### src/rtl/retro_memory_read_queue_pkg.sv
// Shared constants for the retro memory read queue and its memory port.
// The only port type is the IRetroMemoryPort interface; widths derived from parameters stay local.
package retro_memory_read_queue_pkg;
    localparam int unsigned BYTE_BITS = 8;
endpackage

### src/rtl/retro_memory_port_if.sv
// Retro memory port: the initiator drives requests; the target returns read data with DataReady.
// Clk is owned by the environment and is only ever observed by either side.
interface IRetroMemoryPort
    import retro_memory_read_queue_pkg::*;
#(
    parameter int AddressBusWidth = 16,
    parameter int DataBusWidth    = 1
) (
    input logic Clk
);
    logic                                  Access;
    logic                                  Write;
    logic [AddressBusWidth-1:0]            Address;
    logic [BYTE_BITS*DataBusWidth-1:0]     DToTarget;
    logic [DataBusWidth-1:0]               Mask;
    logic                                  Ready;
    logic                                  DataReady;
    logic [BYTE_BITS*DataBusWidth-1:0]     DToInitiator;

    modport Initiator (
        input  Clk, Ready, DataReady, DToInitiator,
        output Access, Write, Address, DToTarget, Mask
    );

    modport Target (
        input  Clk, Access, Write, Address, DToTarget, Mask,
        output Ready, DataReady, DToInitiator
    );
endinterface

### src/rtl/retro_sync_fifo.sv
// Synchronous FIFO with registered storage; head is valid the cycle after a push.
// No internal guarding: the caller never pushes when full or pops when empty.
module retro_sync_fifo #(
    parameter int Depth = 4,
    parameter int Width = 8
) (
    input  logic                     clk,
    input  logic                     reset,
    input  logic                     push,
    input  logic [Width-1:0]         push_data,
    input  logic                     pop,
    output logic [Width-1:0]         head,
    output logic [$clog2(Depth):0]   count
);
    localparam int PtrWidth = $clog2(Depth);
    localparam int CntWidth = PtrWidth + 1;

    logic [Width-1:0]    mem [Depth];
    logic [PtrWidth-1:0] wr_ptr;
    logic [PtrWidth-1:0] rd_ptr;

    always_ff @(posedge clk) begin
        if (push) begin
            mem[wr_ptr] <= push_data;
        end
    end

    // Pointers wrap naturally because Depth is a power of two.
    always_ff @(posedge clk) begin
        if (reset) begin
            wr_ptr <= '0;
            rd_ptr <= '0;
            count  <= '0;
        end else begin
            if (push) wr_ptr <= wr_ptr + 1'b1;
            if (pop)  rd_ptr <= rd_ptr + 1'b1;
            count <= count + CntWidth'(push) - CntWidth'(pop);
        end
    end

    assign head = mem[rd_ptr];
endmodule

### src/rtl/retro_memory_read_queue.sv
// Credit-limited read queue in front of a retro memory port; reads return in issue order via a FIFO.
// Response one cycle after DataReady; reads stall once in-flight plus buffered reaches Depth, writes only on Ready.
module retro_memory_read_queue
    import retro_memory_read_queue_pkg::*;
#(
    parameter int AddressBusWidth = 16,
    parameter int DataBusWidth    = 1,
    parameter int Depth           = 4
) (
    input  logic                              Clk,
    input  logic                              Reset,
    input  logic                              ReqValid,
    output logic                              ReqReady,
    input  logic                              ReqWrite,
    input  logic [AddressBusWidth-1:0]        ReqAddress,
    input  logic [BYTE_BITS*DataBusWidth-1:0] ReqData,
    input  logic [DataBusWidth-1:0]           ReqMask,
    output logic                              RespValid,
    input  logic                              RespReady,
    output logic [BYTE_BITS*DataBusWidth-1:0] RespData,
    output logic                              Orphan,
    IRetroMemoryPort.Initiator                Memory
);
    localparam int PtrWidth = $clog2(Depth);
    localparam int CntWidth = PtrWidth + 1;

    logic [CntWidth-1:0] in_flight;
    logic [CntWidth-1:0] count;
    logic                credit;
    logic                read_xfer;
    logic                push;
    logic                pop;
    logic                orphan_q;

    // Registered counters only, so freed credit is visible one cycle later.
    assign credit = ({1'b0, in_flight} + {1'b0, count}) < (CntWidth + 1)'(Depth);

    assign Memory.Access    = !Reset && ReqValid && (ReqWrite || credit);
    assign Memory.Address   = ReqAddress;
    assign Memory.DToTarget = ReqData;
    assign Memory.Mask      = ReqMask;
    assign Memory.Write     = ReqWrite;

    assign ReqReady  = !Reset && Memory.Ready && (ReqWrite || credit);
    assign read_xfer = ReqValid && ReqReady && !ReqWrite;
    assign push      = !Reset && Memory.DataReady && (in_flight != '0);
    assign RespValid = !Reset && (count != '0);
    assign pop       = RespValid && RespReady;
    assign Orphan    = orphan_q && !Reset;

    always_ff @(posedge Clk) begin
        if (Reset) begin
            in_flight <= '0;
            orphan_q  <= 1'b0;
        end else begin
            in_flight <= in_flight + CntWidth'(read_xfer) - CntWidth'(push);
            if (Memory.DataReady && (in_flight == '0)) begin
                orphan_q <= 1'b1;
            end
        end
    end

    retro_sync_fifo #(
        .Depth (Depth),
        .Width (BYTE_BITS * DataBusWidth)
    ) u_fifo (
        .clk       (Clk),
        .reset     (Reset),
        .push      (push),
        .push_data (Memory.DToInitiator),
        .pop       (pop),
        .head      (RespData),
        .count     (count)
    );
endmodule
### src/flat_wrapper.sv
// flat-port wrapper written by rule: the top's interface ports become plain ports
module retro_memory_read_queue_flat import retro_memory_read_queue_pkg::*;
#(
    parameter int AddressBusWidth = 16,
    parameter int DataBusWidth    = 1,
    parameter int Depth           = 4
)
  (Clk, Reset, ReqValid, ReqReady, ReqWrite, ReqAddress, ReqData, ReqMask, RespValid, RespReady, RespData, Orphan, Memory_Ready, Memory_DataReady, Memory_DToInitiator, Memory_Access, Memory_Write, Memory_Address, Memory_DToTarget, Memory_Mask);
  IRetroMemoryPort #(.AddressBusWidth(AddressBusWidth), .DataBusWidth(DataBusWidth)) Memory_i (.Clk(Clk));
  input  logic Clk;
  input  logic Reset;
  input  logic ReqValid;
  output logic ReqReady;
  input  logic ReqWrite;
  input  logic [AddressBusWidth-1:0] ReqAddress;
  input  logic [BYTE_BITS*DataBusWidth-1:0] ReqData;
  input  logic [DataBusWidth-1:0] ReqMask;
  output logic RespValid;
  input  logic RespReady;
  output logic [BYTE_BITS*DataBusWidth-1:0] RespData;
  output logic Orphan;
  input wire logic [$bits(Memory_i.Ready)-1:0] Memory_Ready;
  input wire logic [$bits(Memory_i.DataReady)-1:0] Memory_DataReady;
  input wire logic [$bits(Memory_i.DToInitiator)-1:0] Memory_DToInitiator;
  output wire logic [$bits(Memory_i.Access)-1:0] Memory_Access;
  output wire logic [$bits(Memory_i.Write)-1:0] Memory_Write;
  output wire logic [$bits(Memory_i.Address)-1:0] Memory_Address;
  output wire logic [$bits(Memory_i.DToTarget)-1:0] Memory_DToTarget;
  output wire logic [$bits(Memory_i.Mask)-1:0] Memory_Mask;
  assign Memory_i.Ready = Memory_Ready;
  assign Memory_i.DataReady = Memory_DataReady;
  assign Memory_i.DToInitiator = Memory_DToInitiator;
  assign Memory_Access = Memory_i.Access;
  assign Memory_Write = Memory_i.Write;
  assign Memory_Address = Memory_i.Address;
  assign Memory_DToTarget = Memory_i.DToTarget;
  assign Memory_Mask = Memory_i.Mask;
  retro_memory_read_queue #(.AddressBusWidth(AddressBusWidth), .DataBusWidth(DataBusWidth), .Depth(Depth)) u_core (.Clk(Clk), .Reset(Reset), .ReqValid(ReqValid), .ReqReady(ReqReady), .ReqWrite(ReqWrite), .ReqAddress(ReqAddress), .ReqData(ReqData), .ReqMask(ReqMask), .RespValid(RespValid), .RespReady(RespReady), .RespData(RespData), .Orphan(Orphan), .Memory(Memory_i));
endmodule
### config.mk
export PLATFORM = sky130hd
export DESIGN_NAME = retro_memory_read_queue_flat
export DESIGN_NICKNAME = d
export VERILOG_FILES = /design/src/rtl/retro_memory_read_queue_pkg.sv /design/src/rtl/retro_memory_port_if.sv /design/src/rtl/retro_sync_fifo.sv /design/src/rtl/retro_memory_read_queue.sv /design/src/flat_wrapper.sv
export SDC_FILE = /design/constraint.sdc
export NUM_CORES = 1
export LEC_CHECK = 0
export BUFFER_PORTS_ARGS = -buffer_cell sky130_fd_sc_hd__buf_2
export CAP_MARGIN = 15
export CORE_MARGIN = 3
export CORE_UTILIZATION = 49
export CTS_CLUSTER_SIZE = 10
export DETAILED_ROUTE_END_ITERATION = 16
export GPL_ROUTABILITY_DRIVEN = 0
export PLACE_DENSITY = 0.8
export SETUP_SLACK_MARGIN = 0.4
export SLEW_MARGIN = 20
export SYNTH_ARGS = -nofsm -noshare
export SYNTH_HDL_FRONTEND = slang
export SYNTH_SLANG_ARGS = --single-unit
export TNS_END_PERCENT = 5
### constraint.sdc
create_clock -name Clk -period 2.5 [get_ports Clk]
set_input_delay 0.25 -clock Clk [delete_from_list [all_inputs] [get_ports Clk]]
set_output_delay 0.25 -clock Clk [all_outputs]
set_load 0.01 [all_outputs]
==> out/metrics.cfg <==
[synthesis]
yosys-top-cells-count=32 x edfxtp_1, 26 x buf_4, 13 x dfxtp_1
yosysMostFrequentCell=edfxtp_1
synth_cell_types=30
synth_area_leaders=edfxtp_1 46%, dfxtp_1 12%, buf_4 9.3%
synth-seq-cells=45
synth_area_per_cell_sq_um=14.6
yosysSeqAreaShare=0.581
synth_area_sq_mm=0.00210
synth_top_area_share=0.457
ys_warn_count=0
synthesis.nets=196
async_flop_share=0
synth_edf_count=32
synthFlopType=edfxtp_1
syn_inst=144
synth_top_cell_by_area=edfxtp_1

[power_and_ir_drop]
p_int_mw=1.43
irDropWorstVdd_mv=0.454
p_per_area_mw_per_mm2=885
combPwrFrac=0.231
swShare=0.270
pwr-share-clk=0.266
power_frac_seq=0.502
power.switching_uw=529
leakage_nw=0.854

[setup_path]
cp_max_fo=8
critPathCaptureType=primary output
slowest_delay_ps=670
critPathArrivalTime_ps=1690
worstPathRequired_ps=2250
cp-start-kind=register
worstSetupPathType=register to primary output
path_cells=mux4_2 > buf_2
cpMaxStageDelayCell=dfxtp_1

[floorplan]
ioPinCount=78
die_h_um=71.5
die_area_sq_mm=0.00511
initial_core_util=0.518
die_w_um=71.5
core_sq_mm=0.00406
fp-row-count=23

[detailed_routing]
met1_length_um=1140
topRoutingLayerUsed=met4
met2_length_um=1540
dr.pass1.iters=4
ant_nets=0
routed_wl_um=3130
drc_errors=0
wl_per_cell_um=15.6
drtIter0Drc=67
avgViaCountPerCell=5.18
dr_total_vias=1042
routed-wl-met3_um=322

[global_routing]
gr-total-overflow=0
antenna_found_initial=0
grt_pass1_vias=1089
grt_pass1_wl_um=5090
grt_usage=0.132
grt_max_degree=19

[layout]
multiInputGateArea_sq_um=632
drive_above_1_share=0.351
seq_area_sq_mm=0.00123
areaGrowthSynthToFinish_pct=5.42
stdcell_count=201
nets=202
fillCellCount=332
antennaDiodeCount=0

[sta]
finalMaxSlewViolations=0
slew_headroom=0.636
tns_ps=0
clock_skew_ps=5.81
worstMarginPinSlew_ps=545
grt_setup_unrepaired=yes
post-route-min-period_ps=1940
hold_viol=0
min_period_over_period=0.778
setup_viol=0
max_freq_mhz=514

[cts]
ctsHoldBuffers=0
h-tree-depth=2
cts_tree=yes
cts_buffers=5
clockBufferDepth=2
clock_latency_ps=290
cts-root-buf=clkbuf_8
cts_sinks=45
path_clk_slew_ps=80

[min_path]
hold_path.class=primary input to register

[placed_design]
dp.final_hpwl_um=2340
dpl.cell_count=192
io_buffer_count=27

[flow_run]
maxCapViolCount=0

[run_status]
status=finished clean

## sequential cells by signal, indices dropped and copies added (netlist names), named ones only
name,count
u_core.orphan_q,1
u_core.u_fifo.mem,32
u_core.u_fifo.count,3
u_core.u_fifo.rd_ptr,2
u_core.in_flight,3
u_core.u_fifo.wr_ptr,2
## timing repair
item	4_1_cts	5_1_grt
resized for setup	0	6
setup endpoints to repair	4	4
gates cloned	0	0
hold endpoints to repair	0	0
pin swaps	1	0
buffers inserted	1	0
## cells in the final DEF, fill, tap and decap left out
master,n
nor3b_1,2
clkbuf_1,1
dfxtp_1,9
a21oi_1,2
fa_1,2
dfxtp_2,3
nor3b_4,1
mux2i_1,1
nand2b_1,1
mux2_4,1
o311ai_1,1
nand3_1,1
and3_1,1
bufinv_16,1
nor4bb_1,1
nor2b_1,2
clkbuf_8,5
nor3_4,1
mux4_2,8
dfxtp_4,1
nor2_1,10
xor2_1,3
and2_1,4
and2b_1,2
xnor2_1,3
inv_1,8
buf_2,27
ha_1,10
nor3_1,2
clkinv_2,1
edfxtp_1,32
buf_4,2
inv_2,1
o31ai_2,1
## final cells by class
type / instances / share of cell area
clock buffer: 6 / 0.0328
clock inverter: 2 / 0.0158
inverter: 9 / 0.0153
multi-input combinational: 60 / 0.285
sequential: 45 / 0.555
tap: 50 / 0.0282
timing repair buffer: 29 / 0.0678
## worst paths after layout
check | start | to | slack, ps | cells past startpoint
min | Memory_DToInitiator[4] | u_core.u_fifo.mem[1][4] | 170 | 1
max reg2reg | u_core.u_fifo.count[1] | u_core.u_fifo.count[2] | 560 | 8
max | register | RespData[4] | 560 | 2
min reg2reg | u_core.orphan_q | u_core.orphan_q | 480 | 2
## metal layers
| layer | up-vias | global-route usage |
|---|---|---|
| li1 | 491 | - |
| met1 | 480 | 0.139 |
| met2 | 46 | 0.212 |
| met3 | 25 | 0.0589 |
| met4 | 0 | 0.0919 |
| met5 | - | 0 |
## stage by stage
stage                     hold slack (ps)  power, mW  instance area, sq um  utilization  setup WS (ps)
after floorplan                       349       1.35                  2100            -            514
after global placement                455       1.42                  2090        0.514            438
after detailed placement              472       1.45                  2090        0.514            320
after CTS                             159       1.98                  2200        0.542            463
after global routing                  155       2.08                  2210        0.546            396
final                                 168       1.96                  2210        0.546            555
## power groups by stage
| stage | Sequential [mW] | Clock [mW] | Combinational, mW |
|---|---|---|---|
| after detailed placement | 0.998 | 0 | 0.453 |
| after floorplan | 0.942 | 0 | 0.410 |
| after global routing | 1.01 | 0.569 | 0.509 |
| final | 0.985 | 0.522 | 0.453 |
| after global placement | 0.990 | 0 | 0.430 |
| after CTS | 0.981 | 0.539 | 0.458 |
## worst max-delay path, delay by kind of cell, from the launching register on
kind                   cells  cell delay (ps)
DFF                        1              670
muxes                      1              580
buffers and inverters      1              160
## cell families after synthesis
group                      count (synthesis)  share of synthesized area
xor gates and xnor gates                   6                     0.0250
adders and majority gates                 12                     0.0786
muxes                                     10                     0.0977
buffers and inverters                     39                      0.121
and+or+nand+nor                           28                     0.0816
AOI/OAI and AO/OA                          4                     0.0149
DFF                                       45                      0.581
No activity file was read; power rests on OpenSTA's default activity.
